File: config.mk
export PLATFORM = sky130hd
export DESIGN_NAME = tia_gain_controller
export DESIGN_NICKNAME = d
export VERILOG_FILES = /design/src/rtl/tia_ctrl_pkg.sv /design/src/rtl/tia_sample_averager.sv /design/src/rtl/tia_gain_controller.sv
export SDC_FILE = /design/constraint.sdc
export NUM_CORES = 1
export LEC_CHECK = 0
export BUFFER_PORTS_ARGS = -buffer_cell sky130_fd_sc_hd__buf_2
export CORE_ASPECT_RATIO = 1.5
export CORE_UTILIZATION = 50
export DETAILED_ROUTE_END_ITERATION = 16
export GPL_ROUTABILITY_DRIVEN = 0
export PLACE_DENSITY = 0.68
export SLEW_MARGIN = 20
export SYNTH_ARGS = -nofsm -noshare
export SYNTH_HDL_FRONTEND = slang
export SYNTH_SLANG_ARGS = --single-unit
File: constraint.sdc
create_clock -name clk -period 2.16 [get_ports clk]
set_input_delay 0.108 -clock clk [delete_from_list [all_inputs] [get_ports clk]]
set_output_delay 0.108 -clock clk [all_outputs]
set_load 0.02 [all_outputs]
File: src/rtl/tia_ctrl_pkg.sv
// Shared types and constants for the transimpedance-amplifier gain controller.
package tia_ctrl_pkg;

  localparam int unsigned SAMPLE_W = 16;
  localparam int unsigned GAIN_W   = 2;
  localparam int unsigned CNT_W    = 8;

  typedef enum logic [1:0] {
    ST_IDLE   = 2'd0,
    ST_SETTLE = 2'd1,
    ST_ACCUM  = 2'd2,
    ST_EVAL   = 2'd3
  } state_t;

  localparam logic [GAIN_W-1:0] GAIN_10K  = 2'd0;
  localparam logic [GAIN_W-1:0] GAIN_100K = 2'd1;
  localparam logic [GAIN_W-1:0] GAIN_1M   = 2'd2;
  localparam logic [GAIN_W-1:0] GAIN_10M  = 2'd3;

  // Feedback resistor in ohms, indexed by gain code.
  localparam int unsigned RES_OHMS [4] = '{32'd10000, 32'd100000, 32'd1000000, 32'd10000000};

  function automatic int unsigned res_ohms(input logic [GAIN_W-1:0] gain);
    return RES_OHMS[gain];
  endfunction

endpackage

File: src/rtl/tia_sample_averager.sv
// Block accumulator: sums 2^AVG_LOG2 samples and exposes the truncated mean.
module tia_sample_averager
  import tia_ctrl_pkg::*;
#(
  parameter int unsigned AVG_LOG2 = 2
) (
  input  logic                clk,
  input  logic                rst,
  input  logic                clear,
  input  logic                add,
  input  logic [SAMPLE_W-1:0] sample,
  output logic [SAMPLE_W-1:0] avg,
  output logic                count_done
);

  // Sum of 2^AVG_LOG2 16-bit codes always fits in 16+AVG_LOG2 bits.
  localparam int unsigned ACC_W  = SAMPLE_W + AVG_LOG2;
  localparam int unsigned CNTA_W = AVG_LOG2 + 1;
  localparam int unsigned N_SAMP = 1 << AVG_LOG2;

  logic [ACC_W-1:0]  acc_q;
  logic [CNTA_W-1:0] count_q;

  // Accumulator and sample counter; clear wins over add.
  always_ff @(posedge clk or posedge rst) begin
    if (rst) begin
      acc_q   <= '0;
      count_q <= '0;
    end else if (clear) begin
      acc_q   <= '0;
      count_q <= '0;
    end else if (add) begin
      acc_q   <= acc_q + ACC_W'(sample);
      count_q <= count_q + CNTA_W'(1);
    end
  end

  assign count_done = add && !clear && (count_q == CNTA_W'(N_SAMP - 1));
  assign avg        = SAMPLE_W'(acc_q >> AVG_LOG2);

endmodule

File: src/rtl/tia_gain_controller.sv
// Auto-ranging gain controller: settles, averages blocks of samples and steps
// the TIA feedback resistor up on weak signal or down on near-saturation.
module tia_gain_controller
  import tia_ctrl_pkg::*;
#(
  parameter logic [15:0] HI_THRESH     = 16'd4300,
  parameter logic [15:0] LO_THRESH     = 16'd400,
  parameter int unsigned SETTLE_CYCLES = 16,
  parameter int unsigned AVG_LOG2      = 2
) (
  input  logic        clk,
  input  logic        rst,
  input  logic        enable,
  input  logic        sample_valid,
  input  logic [15:0] sample,
  output logic [1:0]  gain_sel,
  output logic        settling,
  output logic        result_valid,
  output logic [15:0] result_code,
  output logic [1:0]  result_range,
  output logic        sat_flag
);

  localparam logic [CNT_W-1:0] SETTLE_LOAD = CNT_W'(SETTLE_CYCLES);

  state_t              state_q;
  logic [GAIN_W-1:0]   gain_q;
  logic [CNT_W-1:0]    settle_cnt_q;
  logic                sat_q;
  logic                settling_q;
  logic                result_valid_q;
  logic [SAMPLE_W-1:0] result_code_q;
  logic [GAIN_W-1:0]   result_range_q;
  logic                sat_flag_q;

  logic                hi_c;
  logic                step_down_c;
  logic                avg_clear_c;
  logic                avg_add_c;
  logic                avg_done_c;
  logic [SAMPLE_W-1:0] avg_c;

  assign hi_c        = (sample >= HI_THRESH);
  assign step_down_c = hi_c && (gain_q != GAIN_10K);
  // Accumulator is held clear outside ACCUM; in EVAL it is read before the clear lands.
  assign avg_clear_c = (state_q != ST_ACCUM);
  assign avg_add_c   = enable && (state_q == ST_ACCUM) && sample_valid && !step_down_c;

  tia_sample_averager #(
    .AVG_LOG2(AVG_LOG2)
  ) u_avg (
    .clk        (clk),
    .rst        (rst),
    .clear      (avg_clear_c),
    .add        (avg_add_c),
    .sample     (sample),
    .avg        (avg_c),
    .count_done (avg_done_c)
  );

  // Ranging FSM with gain, settle counter, saturation capture and result registers.
  always_ff @(posedge clk or posedge rst) begin
    if (rst) begin
      state_q        <= ST_IDLE;
      gain_q         <= GAIN_10K;
      settle_cnt_q   <= '0;
      sat_q          <= 1'b0;
      settling_q     <= 1'b0;
      result_valid_q <= 1'b0;
      result_code_q  <= '0;
      result_range_q <= '0;
      sat_flag_q     <= 1'b0;
    end else begin
      result_valid_q <= 1'b0;
      if (!enable) begin
        state_q      <= ST_IDLE;
        settling_q   <= 1'b0;
        settle_cnt_q <= '0;
        sat_q        <= 1'b0;
      end else begin
        case (state_q)
          ST_IDLE: begin
            state_q      <= ST_SETTLE;
            settle_cnt_q <= SETTLE_LOAD;
            settling_q   <= 1'b1;
          end
          ST_SETTLE: begin
            if (settle_cnt_q <= CNT_W'(1)) begin
              state_q      <= ST_ACCUM;
              settle_cnt_q <= '0;
              settling_q   <= 1'b0;
              sat_q        <= 1'b0;
            end else begin
              settle_cnt_q <= settle_cnt_q - CNT_W'(1);
            end
          end
          ST_ACCUM: begin
            if (sample_valid) begin
              if (step_down_c) begin
                gain_q       <= gain_q - GAIN_W'(1);
                state_q      <= ST_SETTLE;
                settle_cnt_q <= SETTLE_LOAD;
                settling_q   <= 1'b1;
              end else begin
                if (hi_c) sat_q <= 1'b1;
                if (avg_done_c) state_q <= ST_EVAL;
              end
            end
          end
          ST_EVAL: begin
            if ((avg_c < LO_THRESH) && (gain_q != GAIN_10M)) begin
              gain_q       <= gain_q + GAIN_W'(1);
              state_q      <= ST_SETTLE;
              settle_cnt_q <= SETTLE_LOAD;
              settling_q   <= 1'b1;
            end else begin
              result_valid_q <= 1'b1;
              result_code_q  <= avg_c;
              result_range_q <= gain_q;
              sat_flag_q     <= sat_q;
              sat_q          <= 1'b0;
              state_q        <= ST_ACCUM;
            end
          end
          default: state_q <= ST_IDLE;
        endcase
      end
    end
  end

  assign gain_sel     = gain_q;
  assign settling     = settling_q;
  assign result_valid = result_valid_q;
  assign result_code  = result_code_q;
  assign result_range = result_range_q;
  assign sat_flag     = sat_flag_q;

endmodule

==> Word level (Yosys, flattened, before mapping) <==
Index checks and enable logic that the tools add are counted.
{ "totals": {"mem_count": 0, "elab_cells": 93, "reg_bits": 55, "ram_bits": 0, "input_bits": 20, "output_inout_bits": 23, "mem_bits_ro": 0, "latch_bits": 0} }
{ "classes": {"order_cmp": 3, "n_addsub": 5, "n_mux": 36, "n_eq_ne": 18, "reduce_logical": 19, "multipliers": 0, "shift": 0, "div_mod_pow": 0, "n_bitwise": 1} }
{ "op_table": {"columns": ["op", "n"], "rows": [
  ["$mux W8", 5],
  ["$mux W18", 2],
  ["$pmux W8 S4", 1],
  ["$ne A3 B3 Y1 const B", 7],
  ["$add A18 B16 Y18", 1],
  ["$mux W2", 9],
  ["$ge A16 B13 Y1 const B", 1],
  ["$lt A16 B9 Y1 const B", 1],
  ["$mux W1", 13],
  ["$ne A2 B2 Y1 const B", 5],
  ["$reduce_and A3 Y1", 3],
  ["$le A8 B1 Y1 const B", 1],
  ["$pmux W2 S4", 1],
  ["$sub A8 B1 Y8 const B", 1],
  ["$logic_and A1 B1 Y1", 7],
  ["$mux W3", 2],
  ["$reduce_and A6 Y1", 1],
  ["$reduce_bool A2 Y1", 3],
  ["$reduce_and A5 Y1", 1],
  ["$eq A2 B2 Y1 const B", 2],
  ["$ne A4 B1 Y1 const B", 1],
  ["$ne A4 B4 Y1 const B", 1],
  ["$pmux W1 S4", 1],
  ["$pmux W2 S2", 1],
  ["other kinds (10)", 11]
]} }

==> Depth between registers and ports, before layout <==
Gate-level depths: netlist of the first run.
{ "depth": {"ltp_word": 11, "mapped_depth": 8, "mapped_depth_nobuf": 8} }

==> Cells and area by module <==
A second synthesis of the first run with hierarchy kept.
{ "hier_totals": {"cells_unflattened": 361, "area_unflattened_um2": 3554.7} }
{ "by_module_without_submodules": {"columns": ["module", "instances", "area_each_um2", "cells_per_inst", "seq_area_each_um2"], "rows": [
  ["tia_sample_averager", 1, 1881.8, 220, 525.5],
  ["tia_gain_controller", 1, 1672.9, 141, 850.8]
]} }

==> Least setup slack after synthesis of the first run <==
OpenSTA, ideal clock, no wires.
{ "synth_path": {"path_type": "register to register", "start": "reg settle_cnt_q[0]", "end": "reg sat_q", "stages_incl_launch_ff": 8, "setup_ns": 0.065, "n_path_buf": 0, "arrival_time_ns": 1.881, "required_ns": 2.095, "path_slack_ns": 0.214, "period_less_slack_ns": 1.946, "cell_sequence": "dfrtp_1 -> inv_1 -> ha_1 -> nor2_1 -> nor4_1 -> a21oi_2 -> a2111oi_0 -> o221a_2"} }
{ "synth_between": {"elab_chain_len": 3} }
{ "synth_lines": {"columns": ["item", "line", "rtl"], "rows": [
  ["from (decl)", "tia_gain_controller.sv:28", "logic [CNT_W-1:0] settle_cnt_q;"],
  ["from (signal assigned)", "tia_gain_controller.sv:94", "settle_cnt_q <= settle_cnt_q - CNT_W'(1);"],
  ["$le A8 B1 Y1", "tia_gain_controller.sv:88", "if (settle_cnt_q <= CNT_W'(1)) begin"],
  ["$ne A3 B3 Y1 (no line)", null, null],
  ["$reduce_and A6 Y1 (no line)", null, null],
  ["to (signal assigned)", "tia_gain_controller.sv:79", "sat_q <= 1'b0;"],
  ["to (signal assigned)", "tia_gain_controller.sv:92", "sat_q <= 1'b0;"],
  ["to (signal assigned)", "tia_gain_controller.sv:105", "if (hi_c) sat_q <= 1'b1;"],
  ["to (decl)", "tia_gain_controller.sv:29", "logic sat_q;"]
]} }
No other way between the ends.
A chain may end at the register's enable or synchronous reset.

==> Worst setup path after layout of the first run <==
{ "layout_path": {"start": "reg u_avg.acc_q[0]", "end": "reg u_avg.acc_q[12]"} }
{ "layout_between": {"elab_chain_len": 3} }
{ "layout_lines": {"columns": ["item", "line", "rtl"], "rows": [
  ["from (decl)", "tia_sample_averager.sv:21", "logic [ACC_W-1:0] acc_q;"],
  ["from (signal assigned)", "tia_sample_averager.sv:33", "acc_q <= acc_q + ACC_W'(sample);"],
  ["$add A18 B16 Y18", "tia_sample_averager.sv:33", null],
  ["$mux W18", "tia_sample_averager.sv:32", "end else if (add) begin"],
  ["$mux W18", "tia_sample_averager.sv:29", "end else if (clear) begin"]
]} }
No other way between the ends. The select of a mux whose other input is x is not followed.

==> summary.md, run 1 <==
| Metric | Value |
|---|---|
| Maximum vdd drop | `0.417 mV` |
| Share of layout cells above drive strength 1 | `26.1%` |
| Total core area | `6260 sq um` |
| Num CTS Buffers | `5` |
| Outcome | `finished, final reports clean` |
| CP required | `2350 ps` |
| WL met2 | `4310 um` |
| Seq/Total Area, Yosys | `41.7%` |
| H-Tree Depth | `2` |
| Initial Utilization | `52.7%` |
| CP delay by family, top | `compound AO/OA/AOI/OAI gates` |
| Post-synth top area share | `41.7%` |
| Synth top area cells | `dfrtp_1 42%, ha_1 7.6%, mux2_2 6.5%` |
| Worst hold path class | `in2reg` |
| Number of global-route vias before repair | `2763` |
| Synthesized flop and latch total | `55` |
| Ys Warns | `0` |
| Vias post-DR | `2816` |
| Dominant cell type by area after synthesis | `dfrtp_1` |
| First-pass DRT Iterations | `4` |
| Clock buffer depth | `2` |
| GRT Residual Overflow | `0` |
| Cell chain of the critical path | `ha_1, inv_1, fa_1, nor2b_2, o31ai_4, a21o_1, o2111ai_1, o211ai_1` |
| CP Class | `reg2reg` |
| Post-layout util | `61.6%` |
| Worst clock skew | `14.5 ps` |
| Synth Cell Area | `3300 sq um` |
| Setup ws final | `97.0 ps` |
| Endpoint class of the critical path | `register` |
| Met3 routed WL | `168 um` |
| First-pass GRT wire length | `12700 um` |
| Leak | `1.90 nW` |
| Cell variety after synth | `54` |
| Largest net degree at the start of global routing | `29` |
| Via density | `6.00` |
| Buffers and inverters on the worst path | `1` |
| Syn avg cell area | `9.83 sq um` |
| Max-Cap Viols | `0` |
| Slowest stage delay, CP | `420 ps` |
| Antenna violations before repair | `0` |
| Worst Setup SP | `u_avg.acc_q[0]$_DFFE_PP0P_` |
| Clk sinks | `55` |
| Area Growth Syn to Fin | `16.8%` |
| Die W | `68.4 um` |
| Skew-Pair Late Insertion Delay | `320 ps` |
| Antenna viol nets, final | `0` |
| ANT cells | `0` |
| Clock Root Buffer | `clkbuf_8` |
| Minimum clock period | `2060 ps` |
| Setup total negative slack | `0 ps` |
| Fmax achieved | `485 MHz` |
| Clock Pin Slew Worst Setup and Hold Paths | `110 ps` |
| HPWL after DPL | `6060 um` |
| Final Setup Violations | `0` |
| WHS | `103 ps` |
| CTS tree | `yes` |
| Worst-margin pin slew | `619 ps` |
| Die Height | `102 um` |
| Final #Nets | `435` |
| Final Hold Vio Count | `0` |
| Critical path data arrival time | `2250 ps` |
| Site row count | `35` |
| Flop2flop setup slack | `100 ps` |
| CP startpoint kind | `register` |
| EDFF count, synth | `0` |
| FFs w/ async S/R, synth | `100%` |
| Cell count after synthesis | `336` |
| Port Buf Inserts | `42` |
| Io pins | `43` |
| PwrDens | `787 nW/um^2` |
| Hold Path Origin | `enable` |
| Drt total wl | `7780 um` |
| Ys flop type | `dfrtp_1` |
| DP Worst Slack | `-47.0 ps` |
| Met1 wire length | `3120 um` |
| 1st-iter DRT viols | `117` |
| Slew HR | `58.7%` |
| Routed WL per cell | `16.6 um` |
| Max Slew Vio Count | `0` |
| # DRC | `0` |
| Gr usage total | `24.5%` |
| DR top layer | `met4` |
| R2R Path Start | `u_avg.acc_q[0]$_DFFE_PP0P_` |
| CP max-delay cell | `fa_1` |
| Final period util | `95.5%` |
| Worst-path fanout max | `5` |
| Die area | `6940 sq um` |
| Syn nets | `377` |
| Setup Fix Bufs, Post-CTS | `0` |
## cell families after synthesis
group,after synthesis,share of synthesized area (%)
adders and majority gates,21,8.18
and+or+nand+nor,95,15.1
muxes,22,7.39
DFF,55,41.7
AOI/OAI and AO/OA,106,21.5
buffers and inverters,25,2.99
xor gates and xnor gates,12,3.18
## registers in the layout, indices dropped and copies added (netlist names)
register       flops
settling           1
sat_q              1
state_q            2
gain_sel           2
result_code       16
u_avg.count_q      3
settle_cnt_q       8
result_valid       1
result_range       2
u_avg.acc_q       18
sat_flag           1
## path summary, 6_finish.rpt
path,end,cells after the start
max,u_avg.acc_q[12]$_DFFE_PP0P_,8
min reg2reg,u_avg.count_q[0]$_DFFE_PP0P_,1
max in group asynchronous,u_avg.count_q[1]$_DFFE_PP0P_,4
min,sat_q$_DFFE_PP0P_,2
max reg2reg,u_avg.acc_q[12]$_DFFE_PP0P_,8
min in group asynchronous,result_valid$_DFF_PP0_,3
## through the flow
step | cell area, sq um | total power (W) | instances
final | 3860 | 0.00304 | 469
after global routing | 3860 | 0.00325 | 469
after CTS | 3830 | 0.00305 | 469
after detailed placement | 3730 | 0.00246 | 460
after global placement | 3730 | 0.00245 | 460
after floorplan | 3300 | 0.00210 | 336
## Yosys cell counts (2+ instances only)
| cell type | instances |
|---|---|
| a2111oi_0 | 2 |
| a211o_1 | 3 |
| a211oi_1 | 6 |
| a21boi_0 | 3 |
| a21o_1 | 6 |
| a21oi_1 | 23 |
| a21oi_2 | 3 |
| a22o_1 | 2 |
| a31o_2 | 2 |
| a31oi_1 | 3 |
| and2_1 | 4 |
| and3_1 | 5 |
| and4_1 | 2 |
| buf_1 | 2 |
| buf_2 | 4 |
| clkbuf_1 | 5 |
| dfrtp_1 | 55 |
| ha_1 | 20 |
| inv_1 | 14 |
| mux2_2 | 19 |
| mux2i_1 | 3 |
| nand2_1 | 27 |
| nand2b_1 | 3 |
| nand3_1 | 28 |
| nand3b_1 | 2 |
| nand4_1 | 3 |
| nor2_1 | 7 |
| nor2b_1 | 3 |
| nor3_1 | 5 |
| nor4_1 | 2 |
| o2111ai_1 | 3 |
| o211ai_1 | 4 |
| o21a_1 | 6 |
| o21ai_0 | 25 |
| o22ai_1 | 2 |
| o31ai_1 | 2 |
| xnor2_1 | 4 |
| xor2_1 | 8 |
## what timing repair did
item / in CTS / in global routing
gates resized for setup: 1 / 7
setup endpoints to repair: 2 / 26
hold buffers: 1 / 0
hold endpoints to repair: 27 / 0
## placed cells by master (no fill, tap or decap), types with 3 or more instances in the layout
cell       instances
a211o_1            3
a211oi_1           6
a21boi_0           3
a21o_1             6
a21oi_1           23
a21oi_2            3
and2_1             4
and3_1             5
buf_2             42
buf_4             17
clkbuf_8           5
dfrtp_1           55
ha_1              20
inv_1             13
mux2_2            19
mux2i_1            3
nand2_1           27
nand2b_1           3
nand3_1           28
nand4_1            3
nor2_1             7
nor3_1             5
o2111ai_1          3
o211ai_1           4
o21a_1             6
o21ai_0           24
xnor2_1            4
xor2_1             8
## layout make-up
type | instances | area, sq um
timing repair buffer | 62 | 388
sequential | 55 | 1380
clock buffer | 5 | 68.8
fill | 600 | 2400
tap | 74 | 92.6
inverter | 14 | 52.6
clock inverter | 3 | 22.5
multi-input combinational | 256 | 1860
## power by group
group | switching [W] | internal (W) | total [W]
combinational | 0.000663 | 0.000480 | 0.00114
clock | 0.000359 | 0.000233 | 0.000593
sequential | 0.000133 | 0.00117 | 0.00130
## per-layer routing
metal	GRT usage (%)	vias to the layer above
li1	-	1377
met1	26.7	1378
met2	46.2	48
met3	3.15	13
met4	8.65	0
met5	0	-
## worst register-to-register path, cell delays in order (launching register included)
cell	delay [ps]
dfrtp_1	370
ha_1	220
inv_1	80
fa_1	420
nor2b_2	210
o31ai_4	90
a21o_1	230
o2111ai_1	220
o211ai_1	120
Note: power is estimated with default switching activity, not from simulation.
==> run 2: changes to the inputs <==
--- a/config.mk
+++ b/config.mk
@@ -11,6 +11,7 @@
 export DETAILED_ROUTE_END_ITERATION = 16
 export GPL_ROUTABILITY_DRIVEN = 0
 export PLACE_DENSITY = 0.68
+export SETUP_SLACK_MARGIN = 0.15
 export SLEW_MARGIN = 20
 export SYNTH_ARGS = -nofsm -noshare
 export SYNTH_HDL_FRONTEND = slang
==> run 2 against run 1 <==
Effect of this change: hold slack improved by 5.4 ps; critical path depth decreased by 3; via count increased by 0.71%; non-clock buffer count increased by 2; register-to-register slack improved by 50 ps; fmax increased by 2.4%; routed wire length increased by 3.6%; core utilization increased by 1.9 points; clock-buffer cell count unchanged; sequential share of layout area decreased by 1.1 points; power increased by 1.8%; critical endpoint is now result_code[11]$_DFFE_PP0P_; largest power group unchanged; highest routed layer unchanged.
==> summary.md, run 2 (synthesis results as in run 1) <==
| Metric | Value |
|---|---|
| CP required | `2360 ps` |
| Max-Cap Viols | `0` |
| Final #Nets | `437` |
| Drt total wl | `8060 um` |
| Minimum clock period | `2010 ps` |
| Switching pwr | `0.00118 W` |
| Share of layout cells above drive strength 1 | `30.5%` |
| Num CTS Buffers | `5` |
| Gr usage total | `24.6%` |
| Critical path data arrival time | `2220 ps` |
| Routed WL per cell | `17.1 um` |
| Clock Root Buffer | `clkbuf_8` |
| Cell chain of the critical path | `o311ai_1, and4_2, nand3b_1, buf_4, mux2_2` |
| CP max-delay cell | `dfrtp_1` |
| Clock buffer depth | `2` |
| 1st-iter DRT viols | `120` |
| Vias post-DR | `2836` |
| Io pins | `43` |
| Fmax achieved | `496 MHz` |
| Slew HR | `58.5%` |
| Maximum vdd drop | `0.417 mV` |
| Antenna violations before repair | `0` |
| Clock share of power | `19.0%` |
| Largest register by flop count | `u_avg.acc_q` |
| CP startpoint kind | `register` |
| ANT cells | `0` |
| PwrDens | `778 nW/um^2` |
| Endpoint class of the critical path | `register` |
| Final Hold Vio Count | `0` |
| Worst hold path class | `in2reg` |
| First-pass GRT wire length | `12800 um` |
| Combinational share of power | `38.8%` |
| Leak | `1.91 nW` |
| Flop2flop setup slack | `150 ps` |
| CTS tree | `yes` |
| Die W | `68.4 um` |
| Most frequent cells in the layout | `55 x dfrtp_1, 42 x buf_2, 28 x nand3_1` |
| Site row count | `35` |
| Via density | `6.02` |
| CP Class | `reg2reg` |
| H-Tree Depth | `2` |
| Final period util | `93.3%` |
| Port Buf Inserts | `42` |
| Placed Area | `3730 sq um` |
| Die area | `6940 sq um` |
| Clock Pin Slew Worst Setup and Hold Paths | `110 ps` |
| Worst clock skew | `10.6 ps` |
| HPWL after DPL | `6060 um` |
| Placed insts | `460` |
| Area Growth Syn to Fin | `20.4%` |
| # DRC | `0` |
| Worst-path fanout max | `5` |
| Outcome | `finished, final reports clean` |
| WHS | `108 ps` |
| Skew-Pair Late Insertion Delay | `320 ps` |
| Final Setup Violations | `0` |
| Final instance area | `3980 sq um` |
| Clk sinks | `55` |
| Internal | `0.00191 W` |
| Worst-margin pin slew | `621 ps` |
| CP delay by family, top | `simple AND/OR/NAND/NOR gates` |
| Max reg flops | `18` |
| Initial Utilization | `52.7%` |
| First-pass DRT Iterations | `4` |
| Most common cell after layout, fill and taps aside | `dfrtp_1` |
| Total core area | `6260 sq um` |
| Fin cells | `471` |
| Sequential power share | `42.2%` |
| Number of global-route vias before repair | `2773` |
| Setup total negative slack | `0 ps` |
| GRT Residual Overflow | `0` |
| Slowest stage delay, CP | `430 ps` |
| Unrepaired setup endpoints after global routing | `yes` |
| Largest net degree at the start of global routing | `29` |
| Die Height | `102 um` |
| Switching share of power | `38.2%` |
| Buffers and inverters on the worst path | `1` |
| Total Power Consumption | `0.00309 W` |
| Max Slew Vio Count | `0` |
| Antenna viol nets, final | `0` |
==> run 2: cell count changes in the layout (fill, tap and decap cells not counted), moves of 2 or more <==
cell / change
buf_4: +2
ha_1: -6
ha_2: +2
ha_4: +4
nor4_1: -2
nor4_2: +2
o2111ai_1: -2
o2111ai_2: +2
==> run 2: path summary, 6_finish.rpt <==
path / endpoint / cells after the start / start
setup / recovery: result_code[11]$_DFFE_PP0P_ / 5 / u_avg.acc_q[7]$_DFFE_PP0P_
hold / removal: sat_q$_DFFE_PP0P_ / 2 / enable
setup reg to reg: result_code[11]$_DFFE_PP0P_ / 5 / u_avg.acc_q[7]$_DFFE_PP0P_
hold reg to reg: u_avg.count_q[0]$_DFFE_PP0P_ / 1 / u_avg.count_q[0]$_DFFE_PP0P_
max in group asynchronous: u_avg.count_q[1]$_DFFE_PP0P_ / 4 / rst
min in group asynchronous: result_valid$_DFF_PP0_ / 3 / rst
==> run 2: timing repair <==
action,in CTS,in global routing
hold endpoints to repair,27,0
gates cloned,0,0
hold buffers,1,0
setup buffers,0,2
setup endpoints to repair,28,29
resized for setup,9,18
pin swaps,4,11
==> run 2: through the flow <==
step | util (%) | setup slack [ps]
global placement | 59.5 | 7.62
global route | 63.5 | 43.9
CTS | 61.5 | 147
finish | 63.5 | 145
detailed placement | 59.5 | -47.0
floorplan | - | 214
==> run 2: worst register-to-register path, delay by kind of cell (launching register included) <==
family	cells	cell delay (ps)
compound gates	1	390
mux	1	330
simple gates	2	570
buf+inv	1	200
flops	1	430
==> run 2: final cells by class <==
type	count	area (sq um)
fill	580	2290
multi-input combinational	256	1960
clock buffer	5	68.8
timing repair buffer	64	403
clock inverter	3	22.5
inverter	14	52.6
tap	74	92.6
sequential	55	1380
==> run 2: power groups by stage <==
| stage | clock, W | combinational, W | sequential [W] |
|---|---|---|---|
| after floorplan | 0 | 0.000754 | 0.00135 |
| after global placement | 0 | 0.00113 | 0.00132 |
| after detailed placement | 0 | 0.00114 | 0.00132 |
| final | 0.000588 | 0.00120 | 0.00130 |
| after CTS | 0.000609 | 0.00115 | 0.00130 |
| after global routing | 0.000641 | 0.00133 | 0.00134 |
==> run 2: metal layers <==
metal  GRT usage [%]  vias up  share of wire [%]  wire length [um]
met2            46.7       38                 57              4560
met4            8.65        0                2.1               172
met3            3.15       14                1.7               139
met5               0        -                  0                 0
li1                -     1379                  -                 -
met1            26.6     1405                 40              3190
==> run 3: changes to the inputs <==
==> constraint.sdc (replaced) <==
create_clock -name clk -period 2.01 [get_ports clk]
set_input_delay 0.1005 -clock clk [delete_from_list [all_inputs] [get_ports clk]]
set_output_delay 0.1005 -clock clk [all_outputs]
set_load 0.02 [all_outputs]
==> run 3 against run 2 <==
Effect of this change: setup slack got worse by 110 ps; global-route usage increased by 2.9 points; register-to-register slack got worse by 110 ps; clock-buffer cell count increased by 1; cell area increased by 8.3%; clock skew decreased by 5.5 ps; hold slack got worse by 12 ps; die area unchanged; fmax increased by 1.8%; core utilization increased by 5.3 points; power increased by 12%; non-clock buffer count increased by 24; highest routed layer unchanged.
==> summary.md, run 3 (synthesis results as in run 1) <==
| Metric | Value |
|---|---|
| Outcome | `finished, final reports clean` |
| Most common cell after layout, fill and taps aside | `dfrtp_1` |
| PwrDens | `807 nW/um^2` |
| Fin cells | `495` |
| HPWL after DPL | `6320 um` |
| Sequential power share | `41.3%` |
| Combinational share of power | `40.7%` |
| Max reg flops | `18` |
| CP Class | `reg2reg` |
| Worst reg-to-reg path cell count | `9` |
| Clock Root Buffer | `clkbuf_8` |
| Reg-to-reg critical path endpoint | `u_avg.acc_q[14]$_DFFE_PP0P_` |
| Number of global-route vias before repair | `3025` |
| R2R Path Start | `u_avg.acc_q[0]$_DFFE_PP0P_` |
| Drt total wl | `9000 um` |
| Switching share of power | `38.8%` |
| Die Height | `102 um` |
| Skew-Pair Late Insertion Delay | `320 ps` |
| Cell chain of the critical path | `ha_4, inv_2, fa_2, nor2b_4, o31ai_2, buf_4, a21o_4, o21a_1, o211ai_1` |
| Largest register by flop count | `u_avg.acc_q` |
| Clk sinks | `55` |
| CP startpoint kind | `register` |
| Vias post-DR | `2985` |
| Placed insts | `473` |
| Final Hold Vio Count | `0` |
| Io pins | `43` |
| Unrepaired setup endpoints after global routing | `yes` |
| Final #Nets | `461` |
| # DRC | `0` |
| Endpoint class of the critical path | `register` |
| Slew HR | `61.8%` |
| Maximum vdd drop | `0.451 mV` |
| First-pass GRT wire length | `14300 um` |
| Worst-path fanout max | `5` |
| CP delay by family, top | `compound AO/OA/AOI/OAI gates` |
| Fillers | `502` |
| Minimum clock period | `1980 ps` |
| Hold path depth | `2` |
| CTS tree | `yes` |
| Worst hold path class | `in2reg` |
| Max-Cap Viols | `0` |
| 1st-iter DRT viols | `151` |
| Final Setup Violations | `0` |
| Area Growth Syn to Fin | `30.4%` |
| Via density | `6.03` |
| Initial Utilization | `52.7%` |
| Clock buffer depth | `2` |
| Slowest stage delay, CP | `410 ps` |
| Switching pwr | `0.00135 W` |
| Worst-margin pin slew | `569 ps` |
| Antenna violations before repair | `0` |
| Max Slew Vio Count | `0` |
| Leak | `2.04 nW` |
| Die W | `68.4 um` |
| Antenna viol nets, final | `0` |
| First-pass DRT Iterations | `4` |
| Buffers and inverters on the worst path | `2` |
| Fmax achieved | `505 MHz` |
| ANT cells | `0` |
| Total core area | `6260 sq um` |
| Most frequent cells in the layout | `55 x dfrtp_1, 42 x buf_2, 40 x buf_4` |
| Worst clock skew | `5.12 ps` |
| Clock Pin Slew Worst Setup and Hold Paths | `100 ps` |
| Largest net degree at the start of global routing | `33` |
| H-Tree Depth | `2` |
| Num CTS Buffers | `5` |
| Site row count | `35` |
| CP max-delay cell | `dfrtp_1` |
| Share of layout cells above drive strength 1 | `39.4%` |
| Flop2flop setup slack | `30 ps` |
| Final instance area | `4310 sq um` |
| Gr usage total | `27.5%` |
| Hold Path Origin | `enable` |
| Port Buf Inserts | `42` |
| CP required | `2250 ps` |
| Die area | `6940 sq um` |
| GRT Residual Overflow | `0` |
| Final period util | `98.4%` |
| Critical path data arrival time | `2220 ps` |
| Placed Area | `3820 sq um` |
| Hold Path End | `sat_q$_DFFE_PP0P_` |
| Clock share of power | `18.0%` |
| Routed WL per cell | `18.2 um` |
| Internal | `0.00213 W` |
[run 3: cell types whose count changed in the layout (fill, tap and decap cells not counted), moves of 5 or more]
cell and change:
mux2_4 +6, ha_1 -5, mux2_2 -6, buf_4 +21
[run 3: timing repair]
action                                 in CTS  in global routing
hold buffers                                1                  0
gates cloned                                1                  0
endpoints found under the hold margin      23                  0
setup buffers                               9                  3
setup endpoints to repair                  32                 37
resized for setup                          33                 37
pin swaps                                  12                 12
[run 3: worst max path at each step]
stage | from | endpoint | slack (ps) | cells past startpoint
3_5_place_dp | u_avg.acc_q[0]$_DFFE_PP0P_ | u_avg.acc_q[16]$_DFFE_PP0P_ | -30 | 9
3_3_place_gp | u_avg.acc_q[0]$_DFFE_PP0P_ | u_avg.acc_q[16]$_DFFE_PP0P_ | 4 | 9
2_1_floorplan | u_avg.acc_q[4]$_DFFE_PP0P_ | u_avg.acc_q[15]$_DFFE_PP0P_ | 170 | 6
5_1_grt | u_avg.acc_q[0]$_DFFE_PP0P_ | u_avg.acc_q[14]$_DFFE_PP0P_ | -20 | 9
6_report | u_avg.acc_q[0]$_DFFE_PP0P_ | u_avg.acc_q[14]$_DFFE_PP0P_ | 30 | 9
4_1_cts | u_avg.acc_q[0]$_DFFE_PP0P_ | u_avg.acc_q[14]$_DFFE_PP0P_ | 70 | 9
[run 3: per-stage QoR]
stage	hold WS (ps)	setup WS (ps)	utilization [%]	power, W	setup TNS (ps)
6_report	95.7	31.5	68.8	0.00347	0
5_1_grt	89.8	-19.8	68.8	0.00372	-48.9
4_1_cts	88.3	71.5	65.9	0.00339	0
3_5_place_dp	188	-28.4	61.0	0.00271	-39.3
3_3_place_gp	172	3.54	61.0	0.00267	0
2_1_floorplan	303	166	-	0.00227	0
[run 3: routing by layer]
| metal | vias up | GRT usage (%) | part of all wire [%] | wire, um |
|---|---|---|---|---|
| met1 | 1469 | 30.4 | 38 | 3450 |
| met4 | 0 | 11.9 | 2.9 | 257 |
| met3 | 18 | 3.60 | 3.2 | 284 |
| li1 | 1420 | - | - | - |
| met5 | - | 0 | 0 | 0 |
| met2 | 78 | 50.5 | 56 | 5000 |
[run 3: layout make-up]
cell class | instances | area (sq um) | area share, %
inverters | 14 | 52.6 | 1.22
repair buffers | 88 | 586 | 13.6
clock inverters | 2 | 12.5 | 0.291
well taps | 74 | 92.6 | 2.15
flip-flops and latches | 55 | 1380 | 32.0
clock buffers | 6 | 72.6 | 1.69
multi-input cells | 256 | 2110 | 49.1
[run 3: power groups by stage]
stage / registers [W] / clock network (W) / logic [W]
finish: 0.00144 / 0.000626 / 0.00141
global route: 0.00146 / 0.000686 / 0.00157
CTS: 0.00143 / 0.000640 / 0.00133
detailed placement: 0.00144 / 0 / 0.00127
global placement: 0.00143 / 0 / 0.00124
floorplan: 0.00145 / 0 / 0.000821
